`config.mk`:
```
export PLATFORM = sky130hd
export DESIGN_NAME = my_param_arb_mux
export DESIGN_NICKNAME = d
export VERILOG_FILES = /design/src/rtl/my_param_arb_mux.sv
export SDC_FILE = /design/constraint.sdc
export NUM_CORES = 1
export LEC_CHECK = 0
export CORE_MARGIN = 5
export CORE_UTILIZATION = 37
export DETAILED_ROUTE_END_ITERATION = 8
export GPL_TIMING_DRIVEN = 0
export PLACE_DENSITY = 0.85
export SETUP_SLACK_MARGIN = 0.02
export SLEW_MARGIN = 20
export SYNTH_ARGS = -nofsm -noshare
export SYNTH_HDL_FRONTEND = slang
export SYNTH_SLANG_ARGS = --single-unit
```
`constraint.sdc`:
```
create_clock -name clock -period 3.7 [get_ports clock]
set_input_delay 0.74 -clock clock [delete_from_list [all_inputs] [get_ports clock]]
set_output_delay 0.74 -clock clock [all_outputs]
set_load 0.01 [all_outputs]
```
`src/rtl/my_param_arb_mux.sv`:
```
// Parameterized N-to-1 arbitrating mux with a registered output stage.
// Directed-select or round-robin grant; one word per cycle throughput.
module my_param_arb_mux #(
  parameter int WIDTH  = 32,
  parameter int NUM_IN = 4,
  localparam int SEL_W = (NUM_IN > 1) ? $clog2(NUM_IN) : 1
) (
  input  logic                    clock,
  input  logic                    reset,
  input  logic [NUM_IN*WIDTH-1:0] input_data,
  input  logic [NUM_IN-1:0]       input_valid,
  output logic [NUM_IN-1:0]       input_ready,
  input  logic                    mode,
  input  logic [SEL_W-1:0]        select_signal,
  output logic [WIDTH-1:0]        output_data,
  output logic                    output_valid,
  input  logic                    output_ready,
  output logic [SEL_W-1:0]        output_sel
);

  localparam logic [SEL_W:0]   NUM_W = (SEL_W+1)'(NUM_IN);
  localparam logic [SEL_W-1:0] LAST  = SEL_W'(NUM_IN - 1);

  logic [WIDTH-1:0] data_q, data_d;
  logic             valid_q, valid_d;
  logic [SEL_W-1:0] sel_q, sel_d;
  logic [SEL_W-1:0] ptr_q, ptr_d;

  logic             load_en;
  logic             gnt_vld;
  logic [SEL_W-1:0] gnt;
  logic [SEL_W:0]   rr_idx;
  logic             xfer;

  assign load_en = !valid_q || output_ready;

  // Pick the grant: directed select, or first valid at/after ptr (wrapping).
  always_comb begin
    gnt_vld = 1'b0;
    gnt     = '0;
    rr_idx  = '0;
    if (!mode) begin
      if ({1'b0, select_signal} < NUM_W) begin
        if (input_valid[select_signal]) begin
          gnt_vld = 1'b1;
          gnt     = select_signal;
        end
      end
    end else begin
      for (int k = 0; k < NUM_IN; k++) begin
        rr_idx = {1'b0, ptr_q} + (SEL_W+1)'(k);
        if (rr_idx >= NUM_W) begin
          rr_idx = rr_idx - NUM_W;
        end
        if (!gnt_vld && input_valid[rr_idx[SEL_W-1:0]]) begin
          gnt_vld = 1'b1;
          gnt     = rr_idx[SEL_W-1:0];
        end
      end
    end
  end

  // Accept only the granted channel, and only when the output can load.
  always_comb begin
    input_ready = '0;
    if (!reset && load_en && gnt_vld) begin
      input_ready[gnt] = 1'b1;
    end
  end

  assign xfer = |input_ready;

  // Next state of the output register and the round-robin pointer.
  always_comb begin
    data_d  = data_q;
    sel_d   = sel_q;
    ptr_d   = ptr_q;
    valid_d = valid_q && !output_ready;
    if (xfer) begin
      data_d  = input_data[int'(gnt)*WIDTH +: WIDTH];
      sel_d   = gnt;
      valid_d = 1'b1;
      if (mode) begin
        ptr_d = (gnt == LAST) ? '0 : gnt + SEL_W'(1);
      end
    end
  end

  // State registers with asynchronous clear.
  always_ff @(posedge clock or posedge reset) begin
    if (reset) begin
      data_q  <= '0;
      valid_q <= 1'b0;
      sel_q   <= '0;
      ptr_q   <= '0;
    end else begin
      data_q  <= data_d;
      valid_q <= valid_d;
      sel_q   <= sel_d;
      ptr_q   <= ptr_d;
    end
  end

  assign output_data  = data_q;
  assign output_valid = valid_q;
  assign output_sel   = sel_q;

endmodule

```
# Word-level counts from Yosys, hierarchy flattened
# Cells that the tools add are included.
# op_classes
n_addsub,8
magnitude_cmp,11
eq_ne,1
shifts,1
muxes,38
reduce_logical,16
# op_table
operator,n
variable part select 128 x 8 -> 32 bit,1
two-way mux 2 bit,15
"less-than comparator 2 x 3 -> 1 bit, second input constant",6
two-way mux 1 bit,16
binary-select mux 1 bit (select 2 bit),5
"greater-or-equal comparator 3 bit, second input constant",3
"subtractor 2 x 1 -> 2 bit, second input constant",4
logical AND 1 bit,7
"adder 2 x 2 -> 3 bit, second input constant",2
logical NOT 1 bit,6
two-way mux 4 bit,1
OR reduction 4 bit,1
"adder 2 x 1 -> 3 bit, second input constant",1
"greater-or-equal comparator 2 x 3 -> 1 bit, second input constant",1
"adder 2 x 1 -> 2 bit, second input constant",1
demux 1 bit (select 2 bit),1
"equality test 2 bit, second input constant",1
"greater-or-equal comparator 2 x 1 -> 1 bit, second input constant",1
AND reduction 2 bit,1
logical OR 1 bit,1
# totals
register_bits,37
input_bits,138
output_inout_bits,39
wordCells,79

# Depth between registers and ports, before layout
# logic_depth
word_depth,26
mapped_depth,13

# Worst setup path before layout
# Ideal clock, no wire load.
# synth_path
kind,input to register
startpoint,input input_valid[2]
endpoint,"register data_q[10], in the netlist output_data[10]"
arrival_time_ns,3.060
path_slack_ns,0.514
stages,13
path_buffers,4
cell_sequence,and2b_1 > a311oi_2 > o32ai_2 > buf_4 > buf_2 > ha_1 > clkbuf_1 > or4b_1 > nand3_1 > a31oi_4 > buf_4 > o22ai_1 > a21oi_1
# synth_via
elab_chain_cells,22
word_cells_on_any_way,40
cone_classes,order compare: 2; shift: 1; mux: 28; reduce/logical: 9
# synth_lines
item,line,text
"start, declared",11,"input logic [NUM_IN-1:0] input_valid,"
binary-select mux 1 bit (select 2 bit),55,if (!gnt_vld && input_valid[rr_idx[SEL_W-1:0]]) begin
two-way mux 1 bit (not written as such),55,
two-way mux 1 bit,55,
two-way mux 1 bit,42,if (!mode) begin
logical NOT 1 bit,55,
logical AND 1 bit,55,
two-way mux 1 bit,55,
two-way mux 1 bit,42,
[6 not listed],n/a,
two-way mux 2 bit,55,
two-way mux 2 bit,42,
less-than comparator 2 x 3 -> 1 bit (not written as such) / greater-or-equal comparator 2 x 1 -> 1 bit (equally long branches),67,input_ready[gnt] = 1'b1;
logical AND 1 bit (not written as such),67,
two-way mux 1 bit (not written as such),67,
demux 1 bit (select 2 bit),67,
two-way mux 4 bit,66,if (!reset && load_en && gnt_vld) begin
OR reduction 4 bit,71,assign xfer = |input_ready;
"end signal, assigned",97,data_q <= data_d;
"end, declared",24,"logic [WIDTH-1:0] data_q, data_d;"
# Several ways; a longest one is shown, not always the timed one. The select of a mux whose other input is x is not followed.
# A chain may end at the register's enable or synchronous reset.

# Final worst setup path
# layout_path
startpoint,input input_valid[2]
endpoint,output input_ready[2]
# layout_via
elab_chain_cells,21
word_cells_on_any_way,38
cone_classes,order compare: 2; mux: 28; reduce/logical: 8
# layout_lines
item,line,text
binary-select mux 1 bit (select 2 bit),55,
two-way mux 1 bit (not written as such),55,
two-way mux 1 bit,55,
two-way mux 1 bit,42,
logical NOT 1 bit,55,
logical AND 1 bit,55,
two-way mux 1 bit,55,
two-way mux 1 bit,42,
[5 not listed],n/a,
logical AND 1 bit,55,
two-way mux 2 bit,55,
two-way mux 2 bit,42,
less-than comparator 2 x 3 -> 1 bit (not written as such) / greater-or-equal comparator 2 x 1 -> 1 bit (equally long branches),67,
logical AND 1 bit (not written as such),67,
two-way mux 1 bit (not written as such),67,
demux 1 bit (select 2 bit),67,
two-way mux 4 bit (*),66,
"end, declared",12,"output logic [NUM_IN-1:0] input_ready,"
# Mark *: on every way between the ends. The rest lies on a longest branch, timed or not. The select of a mux whose other input is x is not followed.

==> metrics.md <==
| Metric | Value |
|---|---|
| Row Count | `31` |
| Pint | `0.001446 W` |
| Fraction of layout cells with a size suffix above 1 | `between 10% and 20%` |
| Max Cap Viol | `0` |
| Final ANT Viol Nets | `0` |
| Primary FF master, synth | `dfrtp_1` |
| Syn Nets | `415` |
| Final setup viols | `0` |
| Slew Limit Headroom | `56.99%` |
| Seq/Total Area, Yosys | `between 30% and 40%` |
| Global-route usage over all layers | `approximately a quarter` |
| Status | `finished clean` |
| H-tree depth | `2` |
| IO buf count | `176` |
| Yosys cell types | `44` |
| Post-DP HPWL | `8518 µm` |
| Maximum vdd drop | `about 230 µV` |
| First-pass GRT wire length | `16220 µm` |
| Overall die width | `94.87 µm` |
| Number of antenna violations at the first check in global routing | `0` |
| Via density | `5.413` |
| Power, Total | `0.002297 W` |
| CP Max Fanout | `7` |
| Reg power frac | `29.9%` |
| WL final | `11060 µm` |
| RR Endpoint | `output_data[2]` |
| Reg clk slew, reported paths | `around 80 ps` |
| Crit path kind | `in2out` |
| Die area | `9000 µm²` |
| Combinational Power Share | `57.8%` |
| Avg Cell Area, Syn | `9.656 µm²` |
| Via count | `a little over 3k` |
| Data arrival, critical path | `2820 ps` |
| RSZ-0062 raised after global routing | `no` |
| Data required time of the critical path | `2960 ps` |
| Pin count of the biggest net entering global routing | `27` |
| Cell count after placement | `552` |
| CP startpoint | `input_valid[2]` |
| Max Clk Rate | `281.1 MHz` |
| Worst R2R Start | `ptr_q[1]` |
| R2R cell count | `11` |
| Ant diodes | `0` |
| DRT iter0 DRCs | `100` |
| Reg2Reg Setup Slack | `830 ps` |
| Number of global-route vias before repair | `about 3.3k` |
| CTS root buffer | `clkbuf_8` |
| Worst-Skew Late Latency | `290 ps` |
| Die extent in y | `94.87 µm` |
| Worst Setup EP | `input_ready[2]` |
| P_sw | `0.0008503 W` |
| Placed Area | `4571 µm²` |
| I/O pins | `177` |
| WL per Instance | `19.61 µm` |
| Crit path launch type | `input pin` |
| Yosys reg bits | `37` |
| Netlist Area Pre-Place | `2665 µm²` |
| Clk pwr share | `12.3%` |
| HP Class | `reg2reg` |
| Clock skew | `3.303 ps` |
| Setup TNS | `0 ps` |
| Post-synth EDFFs | `0` |
| Min-delay src | `output_sel[0]` |
| Finished Layout Cells | `~560` |
| Critical path endpoint category | `primary output` |
| Area growth, synth to finish | `78.40%` |
| Hold Fails Final Rpt | `0` |
| CTS tree | `done` |
| Worst Max-Slew Pin Slew | `645.2 ps` |
| Final instance area | `4755 µm²` |
| Min cycle time layout | `3558 ps` |
| Gr ovfl total | `0` |
| Pwr Density | `just under 500 nW/µm²` |
| Sw frac | `roughly 37%` |
| Initial core utilization | `37.34%` |
| Num CTS Buffers | `5` |
| Asr flop ratio synth | `100.0%` |
| YS warnings | `0` |
| Clk buf depth | `2` |
| Final nets | `approximately 600` |
| Residual DRC | `0` |
| Max-slew violations | `0` |
| RePlAce Congestion | `0.8485` |
| Mapped Cells | `about 280` |
| Ratio of final minimum period to clock period | `a little over nine tenths` |
| Floorplan core area | `around 7100 µm²` |
| First-pass iteration count of the detailed router | `4` |
| Num Clock Sinks | `37` |
| Leak pwr | `1.832 nW` |
[cell families (layout without fill, tap and decap cells)]
kind of cell    Yosys count  in the layout  share of synthesized area (%)
buf+inv                  31            220                          6.103
mux                      36             36                          16.95
fa+ha+maj                 1              1                         0.4694
flops                    37             37                          34.74
simple gates             55             55                          13.43
compound gates          116            116                          28.31
[power groups by stage]
stage / Clock, W / Sequential, W / Combinational, W
floorplan: 0 / 0.000756 / 0.000551
global placement: 0 / 0.000678 / 0.00125
detailed placement: 0 / 0.000689 / 0.00128
CTS: 0.000295 / 0.000683 / 0.00131
global route: 0.000308 / 0.000708 / 0.00142
finish: 0.000283 / 0.000686 / 0.00133
[sequential cells by signal (all words and copies together), names as in the netlist]
register	count
output_sel	2
ptr_q	2
output_valid	1
output_data	32
[routing by layer]
layer	wire, µm	up-vias	global-route usage [%]
met5	0	-	0
met4	308	0	7.572
met3	994	24	7.649
met2	5596	158	41.98
met1	4158	1449	26.11
li1	-	1422	-
[Yosys cell counts, types with 2 or more instances]
master | instances | area, µm²
o22ai_2 | 10 | 125.1
buf_4 | 3 | 22.52
o21ai_1 | 3 | 15.01
nor3_1 | 2 | 10.01
buf_2 | 13 | 65.06
o21ai_0 | 33 | 165.2
dfrtp_1 | 37 | 925.9
nor2_1 | 4 | 15.01
mux2_4 | 10 | 150.1
inv_1 | 6 | 22.52
clkbuf_1 | 5 | 18.77
nand2_1 | 7 | 26.28
o21a_1 | 2 | 15.01
nand3b_1 | 32 | 240.2
o22ai_1 | 22 | 137.6
a21oi_1 | 36 | 180.2
mux2_2 | 23 | 259.0
mux2i_1 | 2 | 20.02
[layout by cell type (no fill, tap or decap), types with 6 or more instances in the layout]
| cell | netlist | routed |
|---|---|---|
| o22ai_2 | 10 | 10 |
| a21oi_1 | 36 | 36 |
| dfrtp_1 | 37 | 37 |
| o21ai_0 | 33 | 32 |
| buf_2 | 13 | 11 |
| nand3b_1 | 32 | 32 |
| clkdlybuf4s50_1 | 0 | 169 |
| o22ai_1 | 22 | 22 |
| buf_4 | 3 | 9 |
| mux2_4 | 10 | 10 |
| mux2_2 | 23 | 23 |
| nand2_1 | 7 | 6 |
[through the flow]
step           setup slack, ps  hold slack, ps  util [%]
3_3_place_gp            -766.5           476.1     63.76
2_1_floorplan            513.9           479.6         -
5_1_grt                  39.15           544.3     66.62
6_report                 142.1           526.2     66.62
3_5_place_dp            -811.3           490.6     64.04
4_1_cts                 -37.05           514.3     66.04
[repair_timing]
| item | CTS | global route |
|---|---|---|
| gates resized for setup | 11 | 8 |
| hold endpoints to repair | 0 | 0 |
| buffers inserted | 6 | 0 |
| hold buffers | 0 | 0 |
| pin swaps | 2 | 2 |
| setup endpoints to repair | 37 | 4 |
| cloned | 0 | 0 |
[worst min-delay path by stage]
stage,endpoint,cells after the start
after floorplan,ptr_q[0],2
after global placement,output_sel[0],1
after detailed placement,output_sel[0],1
after CTS,output_sel[0],1
after global routing,output_sel[0],1
final,output_sel[0],1
[critical path, cell delays in order]
cell and delay, ps:
dlygate4sd2_1 330, and2b_1 240, a311oi_4 380, o32ai_4 160
buf_6 160, buf_4 150, and3_1 170, clkdlybuf4s50_1 480
[area by class of cell]
cell class                 instances  area (µm²)
buffer                            22       133.9
clock buffer                       5       68.82
inverter                           7       26.28
tap                               99       123.9
sequential                        37       925.9
multi-input combinational        208        1629
timing repair buffer             183        1829
fill                             613        2382
clock inverter                     3       17.52
(Power assumes the default switching activity.)
